==> config.mk <==
export PLATFORM = sky130hd
export DESIGN_NAME = mtr_drv_sched
export DESIGN_NICKNAME = d
export VERILOG_FILES = /design/src/rtl/mtr_drv_sched.sv
export SDC_FILE = /design/constraint.sdc
export NUM_CORES = 1
export LEC_CHECK = 0
export CORE_AREA = 3 3 108 110
export CTS_CLUSTER_DIAMETER = 150
export DETAILED_ROUTE_END_ITERATION = 10
export DIE_AREA = 0 0 111 113
export HOLD_SLACK_MARGIN = 0.08
export RECOVER_POWER = 25
export REMOVE_ABC_BUFFERS = 1
export SETUP_SLACK_MARGIN = 0.3
export SLEW_MARGIN = 20
export SYNTH_ARGS = -nofsm -noshare
export SYNTH_HDL_FRONTEND = slang
export SYNTH_SLANG_ARGS = --single-unit
==> constraint.sdc <==
create_clock -name clk -period 5.2 [get_ports clk]
set_input_delay 0.52 -clock clk [delete_from_list [all_inputs] [get_ports clk]]
set_output_delay 0.52 -clock clk [all_outputs]
set_load 0.1 [all_outputs]
==> src/rtl/mtr_drv_sched.sv <==
// Duty sequencer for the left/right PWM11 motor generators: signed speed to duty/direction,
// period-aligned commits, a zero-duty dead period on reversal, and over-current shutdown.
module mtr_drv_sched #(
  parameter int                SPD_W     = 12,
  parameter int                DUTY_W    = 11,
  parameter logic [DUTY_W-1:0] MIN_DUTY  = 11'h080,
  parameter int                OVR_LIMIT = 4
) (
  input  logic              clk,
  input  logic              rst,
  input  logic [SPD_W-1:0]  lft_spd,
  input  logic [SPD_W-1:0]  rght_spd,
  input  logic              spd_vld,
  input  logic              PWM_synch,
  input  logic              OVR_I_blank_n,
  input  logic              OVR_I_lft,
  input  logic              OVR_I_rght,
  input  logic              clr_fault,
  output logic [DUTY_W-1:0] lft_duty,
  output logic [DUTY_W-1:0] rght_duty,
  output logic              lft_rev,
  output logic              rght_rev,
  output logic              drv_en,
  output logic              OVR_I_shtdwn
);

  localparam int SUM_W = ((SPD_W > DUTY_W) ? SPD_W : DUTY_W) + 1;

  localparam logic [1:0] ST_IDLE  = 2'd0;
  localparam logic [1:0] ST_RUN   = 2'd1;
  localparam logic [1:0] ST_DEAD  = 2'd2;
  localparam logic [1:0] ST_FAULT = 2'd3;

  localparam logic [DUTY_W-1:0] DUTY_ZERO   = {DUTY_W{1'b0}};
  localparam logic [DUTY_W-1:0] DUTY_MAX    = {DUTY_W{1'b1}};
  localparam logic [3:0]        OVR_LIM_C   = 4'(OVR_LIMIT);
  localparam logic [3:0]        OVR_CNT_MAX = 4'hF;

  // Magnitude plus stiction offset, saturated; the most negative command saturates like the most positive.
  function automatic logic [DUTY_W-1:0] spd2duty(input logic [SPD_W-1:0] spd);
    logic [SPD_W-1:0] neg_v;
    logic [SPD_W-1:0] mag_v;
    logic [SUM_W-1:0] sum_v;
    neg_v = (~spd) + {{(SPD_W-1){1'b0}}, 1'b1};
    if (spd[SPD_W-1]) begin
      if (neg_v[SPD_W-1]) begin
        mag_v = {1'b0, {(SPD_W-1){1'b1}}};
      end else begin
        mag_v = neg_v;
      end
    end else begin
      mag_v = spd;
    end
    sum_v = SUM_W'(mag_v) + SUM_W'(MIN_DUTY);
    if (mag_v == {SPD_W{1'b0}}) begin
      return DUTY_ZERO;
    end else if (sum_v > SUM_W'(DUTY_MAX)) begin
      return DUTY_MAX;
    end else begin
      return sum_v[DUTY_W-1:0];
    end
  endfunction

  logic [1:0]        state_r, state_s;
  logic              pend_r, pend_s;
  logic [SPD_W-1:0]  pend_lft_r, pend_rght_r;
  logic              ovr_flag_r, ovr_flag_s;
  logic [3:0]        ovr_cnt_r, ovr_cnt_s;
  logic [3:0]        ovr_cnt_inc_s;
  logic              ovr_hit_s, ovr_seen_s, trip_s, reverse_s, commit_s;
  logic [DUTY_W-1:0] lft_cmd_duty_s, rght_cmd_duty_s;
  logic              lft_cmd_rev_s, rght_cmd_rev_s;
  logic [DUTY_W-1:0] lft_duty_s, rght_duty_s;
  logic              lft_rev_s, rght_rev_s, drv_en_s, shtdwn_s;

  assign lft_cmd_duty_s  = spd2duty(pend_lft_r);
  assign rght_cmd_duty_s = spd2duty(pend_rght_r);
  assign lft_cmd_rev_s   = pend_lft_r[SPD_W-1];
  assign rght_cmd_rev_s  = pend_rght_r[SPD_W-1];

  // A blanked comparator is switching noise; only unblanked hits count toward the period flag.
  assign ovr_hit_s     = (OVR_I_lft | OVR_I_rght) & OVR_I_blank_n;
  assign ovr_seen_s    = ovr_flag_r | ovr_hit_s;
  assign ovr_cnt_inc_s = (ovr_cnt_r == OVR_CNT_MAX) ? OVR_CNT_MAX : (ovr_cnt_r + 4'd1);
  assign trip_s        = PWM_synch & (state_r != ST_FAULT) & ovr_seen_s & (ovr_cnt_inc_s >= OVR_LIM_C);
  assign reverse_s     = ((lft_cmd_rev_s != lft_rev) & (lft_duty != DUTY_ZERO)) |
                         ((rght_cmd_rev_s != rght_rev) & (rght_duty != DUTY_ZERO));

  // Period-boundary sequencing: fault detection, dead-period insertion and duty commit.
  always_comb begin
    state_s     = state_r;
    ovr_flag_s  = ovr_flag_r;
    ovr_cnt_s   = ovr_cnt_r;
    commit_s    = 1'b0;
    lft_duty_s  = lft_duty;
    rght_duty_s = rght_duty;
    lft_rev_s   = lft_rev;
    rght_rev_s  = rght_rev;
    drv_en_s    = drv_en;
    shtdwn_s    = OVR_I_shtdwn;
    if (PWM_synch) begin
      ovr_flag_s = 1'b0;
      if (state_r != ST_FAULT) begin
        ovr_cnt_s = ovr_seen_s ? ovr_cnt_inc_s : 4'd0;
      end else begin
        ovr_cnt_s = ovr_cnt_r;
      end
      if (trip_s) begin
        state_s     = ST_FAULT;
        lft_duty_s  = DUTY_ZERO;
        rght_duty_s = DUTY_ZERO;
        drv_en_s    = 1'b0;
        shtdwn_s    = 1'b1;
      end else begin
        case (state_r)
          ST_IDLE: begin
            state_s  = ST_RUN;
            drv_en_s = 1'b1;
            commit_s = pend_r;
          end
          ST_RUN: begin
            if (pend_r && reverse_s) begin
              state_s     = ST_DEAD;
              lft_duty_s  = DUTY_ZERO;
              rght_duty_s = DUTY_ZERO;
            end else begin
              commit_s = pend_r;
            end
          end
          ST_DEAD: begin
            state_s  = ST_RUN;
            commit_s = 1'b1;
          end
          ST_FAULT: begin
            if (clr_fault) begin
              state_s   = ST_RUN;
              drv_en_s  = 1'b1;
              shtdwn_s  = 1'b0;
              ovr_cnt_s = 4'd0;
              commit_s  = pend_r;
            end else begin
              state_s = ST_FAULT;
            end
          end
          default: begin
            state_s     = ST_IDLE;
            lft_duty_s  = DUTY_ZERO;
            rght_duty_s = DUTY_ZERO;
            drv_en_s    = 1'b0;
            shtdwn_s    = 1'b0;
          end
        endcase
      end
    end else begin
      if (state_r != ST_FAULT) begin
        ovr_flag_s = ovr_seen_s;
      end else begin
        ovr_flag_s = 1'b0;
      end
    end
    if (commit_s) begin
      lft_duty_s  = lft_cmd_duty_s;
      rght_duty_s = rght_cmd_duty_s;
      lft_rev_s   = lft_cmd_rev_s;
      rght_rev_s  = rght_cmd_rev_s;
    end else begin
      commit_s = 1'b0;
    end
    // A strobe coincident with a commit re-arms pend for the next boundary.
    if (spd_vld) begin
      pend_s = 1'b1;
    end else if (commit_s) begin
      pend_s = 1'b0;
    end else begin
      pend_s = pend_r;
    end
  end

  // Pending speed command registers.
  always_ff @(posedge clk or posedge rst) begin
    if (rst) begin
      pend_lft_r  <= {SPD_W{1'b0}};
      pend_rght_r <= {SPD_W{1'b0}};
    end else if (spd_vld) begin
      pend_lft_r  <= lft_spd;
      pend_rght_r <= rght_spd;
    end else begin
      pend_lft_r  <= pend_lft_r;
      pend_rght_r <= pend_rght_r;
    end
  end

  // Sequencer state and registered outputs.
  always_ff @(posedge clk or posedge rst) begin
    if (rst) begin
      state_r      <= ST_IDLE;
      pend_r       <= 1'b0;
      ovr_flag_r   <= 1'b0;
      ovr_cnt_r    <= 4'd0;
      lft_duty     <= DUTY_ZERO;
      rght_duty    <= DUTY_ZERO;
      lft_rev      <= 1'b0;
      rght_rev     <= 1'b0;
      drv_en       <= 1'b0;
      OVR_I_shtdwn <= 1'b0;
    end else begin
      state_r      <= state_s;
      pend_r       <= pend_s;
      ovr_flag_r   <= ovr_flag_s;
      ovr_cnt_r    <= ovr_cnt_s;
      lft_duty     <= lft_duty_s;
      rght_duty    <= rght_duty_s;
      lft_rev      <= lft_rev_s;
      rght_rev     <= rght_rev_s;
      drv_en       <= drv_en_s;
      OVR_I_shtdwn <= shtdwn_s;
    end
  end

endmodule

# After elaboration in Yosys (flattened, before gate mapping)
# Index checks and enable logic that the tools add are counted.
word_totals:
  register_bits: 58
  in_bits: 32
  out_inout_bits: 26
  wordCells: 98
classes:
  n_addsub: 5
  order_cmp: 3
  n_eq_ne: 9
  mux: 40
  n_bitwise: 11
  reduce_logical: 18
op_table:
  columns: ["op", "count"]
  rows:
  - ["2-to-1 mux 11 bit", 12]
  - ["adder 12 x 8 -> 13 bit (second input constant)", 2]
  - ["> comparator 13 x 11 -> 1 bit (second input constant)", 2]
  - ["adder 12 x 1 -> 12 bit (second input constant)", 2]
  - ["logical NOT 12 bit", 2]
  - ["2-to-1 mux 12 bit", 2]
  - ["2-to-1 mux 4 bit", 6]
  - ["NOT 12 bit", 2]
  - ["nonzero test 11 bit", 2]
  - ["2-to-1 mux 1 bit", 14]
  - ["AND reduction 3 bit", 3]
  - ["nonzero test 3 bit", 3]
  - ["nonzero test 2 bit", 4]
  - ["bitwise AND 1 bit", 6]
  - ["2-to-1 mux 2 bit", 3]
  - ["!= test 3 bit (second input constant)", 2]
  - ["case mux 2 bit (3 select lines)", 1]
  - ["adder 4 x 1 -> 4 bit (second input constant)", 1]
  - ["== test 2 bit (second input constant)", 2]
  - ["== test 4 bit (second input constant)", 1]
  - ["greater-or-equal comparator 4 x 3 -> 1 bit (second input constant)", 1]
  - ["case mux 1 bit (4 select lines)", 1]
  - ["bitwise OR 1 bit", 3]
  - ["== test 2 x 1 -> 1 bit (second input constant)", 1]
  - ["other kinds (7)", 8]

# Longest topological paths before layout
# Gate-level depths: netlist (run 1).
depth:
  ltp_word: 11
  ltp_mapped: 14
  depth_no_buf: 14

# Least setup slack after synthesis (run 1)
# Ideal clock, no wire load.
synth_timing:
  kind: "register to register"
  from: "register pend_rght_r[0]"
  to: "register rght_duty[8]"
  setup_time_ps: 67
  arrival_ps: 3157
  required_ps: 5133
  slack_ps: 1976
  path_stages_with_launch: 15
  n_path_buf: 0
  synth_period_minus_slack_ps: 3224
  cell_sequence: "dfrtp_1 inv_1 ha_1 or3b_1 nor4_1 a21boi_0 o22ai_1 inv_1 ha_1 nor2_1 and4_1 nand4_1 maj3_1 nor3_1 a221o_2"
synth_between:
  elab_chain_cells: 9
  elab_cells_between_ends: 10
  cone_classes: "2 x add/sub; 1 x order compare; 5 x mux; 1 x bitwise; 1 x reduce/logical"
synth_rtl:
  columns: ["element", "line_no", "text"]
  rows:
  - ["start, declared", "66", "logic [SPD_W-1:0] pend_lft_r, pend_rght_r;"]
  - ["start signal, assigned", "183", "pend_rght_r <= {SPD_W{1'b0}};"]
  - ["start signal, assigned", "186", "pend_rght_r <= rght_spd;"]
  - ["start signal, assigned", "189", "pend_rght_r <= pend_rght_r;"]
  - ["NOT 12 bit", "44", "neg_v = (~spd) + {{(SPD_W-1){1'b0}}, 1'b1};"]
  - ["adder 12 x 1 -> 12 bit", "44", null]
  - ["2-to-1 mux 11 bit", "46", "if (neg_v[SPD_W-1]) begin"]
  - ["2-to-1 mux 12 bit *", "45", "if (spd[SPD_W-1]) begin"]
  - ["adder 12 x 8 -> 13 bit", "54", "sum_v = SUM_W'(mag_v) + SUM_W'(MIN_DUTY);"]
  - ["> comparator 13 x 11 -> 1 bit", "57", "end else if (sum_v > SUM_W'(DUTY_MAX)) begin"]
  - ["2-to-1 mux 11 bit", "57", null]
  - ["2-to-1 mux 11 bit *", "55", "if (mag_v == {SPD_W{1'b0}}) begin"]
  - ["2-to-1 mux 11 bit *", "161", "if (commit_s) begin"]
  - ["end signal, assigned", "212", "rght_duty <= rght_duty_s;"]
  - ["end, declared", "20", "output logic [DUTY_W-1:0] rght_duty,"]
# Every way passes the cells marked *; elsewhere a longest branch is shown, timed or not.
# A chain may end at the register's enable or synchronous reset.

# Final worst setup path (run 1)
# Ends and elaborated chain as after synthesis.

==> metrics.txt, run 1 <==
clk_lat worst skew=0.33 ns; Synth Area in Simple Gates=0.216; Post-CTS Setup Inserts=0; antenna violations before repair=0; syn avg cell area=9.22 sq um; Max Cap Viol=1; Min-Delay Path Class=reg2reg; relative slew slack=-1.07; WL final=9120 microns; Yosys top cell by area=dfrtp_1; Ports=58; Reg clk slew, reported paths=0.07 ns; Cells after Synth=405; Residual DRC=0; Die Width=111 microns; Reg2Reg Setup Slack=1.57 ns; GRT Total Usage=0.149; crit path from=pend_rght_r[0]; hold_buf cts=0; Cell variety after synth=73; Pwr Total=2.56 mW; clock tree sinks=58; number of fill cells=1079; XOR/XNOR Fraction of Synth Area=0.0281; Adder-Cell Fraction of Synth Area=0.0228; area fraction in compound gates after synthesis=0.232; vias in the first global route=3044; maximum vdd drop=316 uV; diode count=0; main combinational cell family by area after synthesis=compound AO/OA/AOI/OAI gates; P&R area growth vs syn=21.9%; commonest non-fill, non-tap cell in the layout=dfrtp_1; Hold Fails Final Rpt=0; die height=113 microns; worst r2r dst=rght_duty[8]; Reg2Reg Launch Point=pend_rght_r[0]; CP Capture Point=rght_duty[8]; worst-path fanout max=6; share of cells above drive strength 1=0.104; Worst EP arrival=3.90 ns; crit end category=flip-flop; Tightest Pin Transition=3.10 ns; Area contributors post-synth=dfrtp_1, mux2_2, nand2_1; PortBufs=57; Synth Cell Area=0.00373 sq mm; Starting Density=0.346; CTS max path bufs=2; Synth async-reset ratio=1.00; Post-DP Area=0.00439 sq mm; Root Driver=clkbuf_8; RSZ-0062 raised after global routing=false; Hold Startpoint=drv_en; post-route minimum period=3.63 ns; Synth warnings=0; # rows=38; fin crit share=0.697; drt wl/cell=15.4 microns; first-pass GRT wire length=15500 microns; placed cells=579; H-tree depth=3; #FFs+latches synth=58; vias=3265; mux share of post-synthesis cell area=0.0626; post-CTS sizing=0; Post-Layout Inst Area=0.00455 sq mm; Pleak=1.78 nW; ys flop type=dfrtp_1; EDFF count, synth=0; sequential cell area fraction in the yosys report=0.389; Worst R2R Path Depth=14; most frequent cells in the layout=dfrtp_1, clkdlybuf4s50_1, nand2_1; register area=0.00145 sq mm; fmax=0.276 GHz; Startpoint Class=flip-flop; routability cong.=0.823; Final nets=488; largest net degree at the start of global routing=59; core box area=0.0108 sq mm; Avg Vias per Cell=5.50; endpoints failing setup=0; CP required=5.48 ns; Final ANT Viol Nets=0; multi-input logic area=0.00211 sq mm; share of the synthesized area in the top cell type=0.389; global route total overflow=0; die area=0.0125 sq mm; drt first pass iters=5; failing checks=max-capacitance violations, max-slew violations; clock skew=0.0117 ns; PwrDens=563 mW/mm^2; status=finished, violations left; post-route setup TNS=0 ns; Pins Over Slew Limit=59; CP Class=reg2reg; fin cells=594; First DRT Iteration DRCs=138; HPWL after detailed placement=6660 microns; CTS Buf Count=9; CTS tree=built
## cells in the mapped netlist, types with 4 or more instances
master    instances
and2_1            6
a21boi_0          4
nor3_1           10
nand3b_1          4
nor3b_1           7
nand2_1          38
nand4_1           4
dfrtp_1          58
xnor2_1           9
o31ai_1           6
and3_1            4
ha_1              6
a21oi_1          16
nand3_1           6
mux2_2           19
a31oi_1           5
nor2_1           24
nor4_1           10
a221o_1           5
clkbuf_1         16
nand2b_1          6
inv_1            17
buf_2             7
nor2b_1           5
o21ai_0          24
o211ai_1          8
or3_1             4
## through the flow
stage | hold WS [ns] | setup slack, ns | utilization
final | 0.494 | 1.57 | 0.422
after global routing | 0.528 | 0.947 | 0.422
after CTS | 0.508 | 1.60 | 0.423
after detailed placement | 0.491 | 1.63 | 0.407
after global placement | 0.485 | 1.70 | 0.407
after floorplan | 0.495 | 1.97 | -
## worst min-delay path by stage
stage | to | slack [ns] | cells past startpoint
after floorplan | ovr_cnt_r[1] | 0.49 | 2
after global placement | drv_en | 0.48 | 2
after detailed placement | drv_en | 0.49 | 2
after CTS | drv_en | 0.51 | 2
after global routing | drv_en | 0.53 | 2
final | drv_en | 0.49 | 2
## worst max-delay path: stages, from the launching register on
cell,delay [ns]
dfrtp_1,0.43
inv_1,0.12
ha_1,0.20
or3b_1,0.43
nor4_1,0.29
a21boi_0,0.15
o22ai_1,0.35
inv_1,0.08
ha_1,0.34
nor2_1,0.11
and4_1,0.19
nand4_1,0.15
maj3_1,0.38
nor3_1,0.20
a221o_2,0.15
## cell type report
type,instances,share of cell area
clock buffer,12,0.0341
tap,140,0.0385
timing repair buffer,60,0.129
inverter,17,0.0140
clock inverter,3,0.00330
multi-input combinational,304,0.463
sequential,58,0.319
## power breakdown
part / switching, mW / internal, mW / leakage (nW)
Clock: 0.178 / 0.194 / 0.0920
Combinational: 1.03 / 0.411 / 0.983
Sequential: 0.169 / 0.585 / 0.703
Total: 1.37 / 1.19 / 1.78
## routing by layer
layer,vias up,GRT usage,routed length (microns),part of all wire
li1,1610,-,-,-
met1,1577,0.212,4460,0.49
met2,70,0.228,4190,0.46
met3,8,0.0332,384,0.042
met4,0,0.0460,91,0.010
met5,-,0,0,0
## flip-flops by register name (all words and copies together) (netlist names), 2 cells and up
register / cells
ovr_cnt_r: 4
pend_rght_r: 12
pend_lft_r: 12
lft_duty: 11
state_r: 2
rght_duty: 11
## kinds of logic (layout without fill, tap and decap cells)
group / count (synthesis) / in the layout
buf+inv: 43 / 92
compound gates: 118 / 118
mux: 21 / 21
simple gates: 146 / 146
xor+xnor: 12 / 12
fa+ha+maj: 7 / 7
flops: 58 / 58
Note: power is estimated with default switching activity, not from simulation.
==> run 2: changes to the inputs <==
==> constraint.sdc (replaced) <==
create_clock -name clk -period 3.7 [get_ports clk]
set_input_delay 0.37 -clock clk [delete_from_list [all_inputs] [get_ports clk]]
set_output_delay 0.37 -clock clk [all_outputs]
set_load 0.1 [all_outputs]
==> run 2 against run 1 <==
Design area grew 3.2%; critical path type unchanged; the run still ends with max-capacitance violations, max-slew violations left; maximum frequency grew 12%; first-iteration DRC count increased by 1.4%; flip-flop and latch count unchanged; register-to-register slack lost 1.1 ns; worst setup slack got worse by 1.1 ns; critical endpoint unchanged; die area unchanged; combinational power up 43%; clock power up 76%; largest power group unchanged.
==> metrics.txt, run 2 (same netlist as run 1, synthesis figures left out) <==
hold_buf cts=0 (unchanged); Clk pwr share=0.174 (+0.029); Sw Ratio=0.518 (-0.0180); Post-CTS Setup Inserts=0 (unchanged); Reg clk slew, reported paths=0.07 ns (about the same); Final ANT Viol Nets=0 (unchanged); commonest non-fill, non-tap cell in the layout=dfrtp_1; fin cells=602 (+1.3%); Min-Delay Path Class=reg2reg; clock skew=0.0144 ns (+0.00273 ns); die area=0.0125 sq mm (unchanged); clk_lat worst skew=0.34 ns (about the same); global route total overflow=0 (unchanged); Final nets=495 (+1.4%); Hold Fails Final Rpt=0 (unchanged); drt first pass iters=4 (-1); PwrDens=802 mW/mm^2 (+42%); Hold Path Depth=2 (unchanged); Root Driver=clkbuf_8; Startpoint Class=flip-flop; status=finished, violations left; Max Cap Viol=1 (unchanged); most frequent cells in the layout=dfrtp_1, clkdlybuf4s50_1, nand2_1; worst-path fanout max=6 (unchanged); antenna violations before repair=0 (unchanged); P&R area growth vs syn=25.8%; Net Switching=1.95 mW (+42%); crit end category=flip-flop; CTS tree=built; Avg Vias per Cell=5.45 (-0.82%); vias in the first global route=3105 (+2.0%); PortBufs=57 (unchanged); RSZ-0062 raised after global routing=true; placed cells=586 (+1.2%); vias=3282 (+0.52%); Ports=58 (unchanged); routability cong.=0.840 (+2.0%); first-pass GRT wire length=15600 microns (+0.98%); die height=113 microns (unchanged); CP Class=reg2reg; endpoints failing setup=0 (unchanged); Internal=1.82 mW (+53%); Worst EP arrival=3.52 ns (-0.38 ns); Die Width=111 microns (unchanged); CTS max path bufs=2 (unchanged); fin worst setup slack=0.458 ns (-1.12 ns); post-route minimum period=3.24 ns (-0.384 ns); Pleak=1.84 nW (+3.7%); GRT Total Usage=0.151 (+0.00178); H-tree depth=3 (unchanged); fin crit share=0.876 (+0.179); largest net degree at the start of global routing=38 (-36%); fmax=0.308 GHz (+12%); WL final=9340 microns (+2.4%); relative slew slack=-0.00899 (+1.06); drt wl/cell=15.5 microns (+1.0%); clock tree sinks=58 (unchanged); failing checks=max-capacitance violations, max-slew violations; First DRT Iteration DRCs=140 (+1.4%); Worst R2R Path Depth=14 (unchanged); post-route setup TNS=0 ns (unchanged); HPWL after detailed placement=6890 microns (+3.4%); share of cells above drive strength 1=0.145 (+0.0415); CTS Buf Count=9 (unchanged); largest registers=pend_lft_r (12), pend_rght_r (12); Logic pwr share=0.546 (-0.015); diode count=0 (unchanged); Pins Over Slew Limit=29 (-51%); # rows=38 (unchanged); core box area=0.0108 sq mm (unchanged); Starting Density=0.346 (unchanged); maximum vdd drop=422 uV (+33%); sequential power share=0.280 (-0.014); pre-CTS setup slack=0.282 ns (-1.35 ns); CP required=3.98 ns (-1.50 ns); Tightest Pin Transition=1.51 ns (-1.59 ns); Residual DRC=0 (unchanged)
==> run 2: per-layer routing <==
| layer | track usage | routed length (microns) |
|---|---|---|
| met5 | 0 | 0 |
| met4 | 0.0534 | 128 |
| met3 | 0.0283 | 400 |
| met2 | 0.233 | 4300 |
| met1 | 0.213 | 4510 |
==> run 2: per-stage QoR <==
stage                     power, mW  hold WS (ns)   util  instance area [sq um]
final                          3.77         0.509  0.435                   4700
after global routing           3.97         0.544  0.435                   4700
after CTS                      3.78         0.499  0.432                   4660
after detailed placement       3.12         0.497  0.411                   4440
after global placement         3.10         0.486  0.412                   4440
after floorplan                2.56         0.462      -                   3620
==> run 2: worst paths after layout <==
| kind | slack [ns] | end | start |
|---|---|---|---|
| max | 0.46 | rght_duty[8] | pend_rght_r[0] |
| min | 0.51 | lft_duty[9] | lft_duty[9] |
| max reg2reg | 0.46 | rght_duty[8] | pend_rght_r[0] |
| min reg2reg | 0.51 | lft_duty[9] | lft_duty[9] |
| max in group asynchronous | 1.80 | pend_rght_r[0] | rst |
| min in group asynchronous | 0.87 | pend_rght_r[10] | rst |
==> run 2: repair_timing <==
| item | in CTS | in global routing |
|---|---|---|
| pin swaps | 0 | 2 |
| hold endpoints to repair | 0 | 0 |
| setup endpoints to repair | 2 | 17 |
| gates resized for setup | 1 | 11 |
==> run 2: power by group through the flow <==
| stage | sequential (mW) | combinational (mW) | clock, mW |
|---|---|---|---|
| 6_report | 1.06 | 2.06 | 0.654 |
| 5_1_grt | 1.09 | 2.18 | 0.700 |
| 4_1_cts | 1.06 | 2.06 | 0.668 |
| 3_5_place_dp | 1.07 | 2.06 | 0 |
| 3_3_place_gp | 1.06 | 2.04 | 0 |
| 2_1_floorplan | 1.98 | 0.586 | 0 |
==> run 2: final cells by class <==
| cell class | instances | area [sq um] |
|---|---|---|
| Fill cell | 1043 | 6090 |
| Clock inverter | 5 | 77.6 |
| Inverter | 17 | 63.8 |
| Multi-Input combinational cell | 304 | 2150 |
| Tap cell | 140 | 175 |
| Sequential cell | 58 | 1450 |
| Timing Repair Buffer | 67 | 639 |
| Clock buffer | 11 | 141 |
==> run 2: worst max-delay path, cell delays in order (launching register included) <==
cell and delay, ns:
dfrtp_2 0.44, inv_2 0.08, ha_2 0.19, or3b_4 0.42, nor4_4 0.16, a21boi_0 0.12
o22ai_1 0.22, inv_1 0.07, ha_1 0.32, nor2_1 0.11, and4_1 0.20, nand4_1 0.19
maj3_2 0.37, nor3_2 0.14, a221o_2 0.14
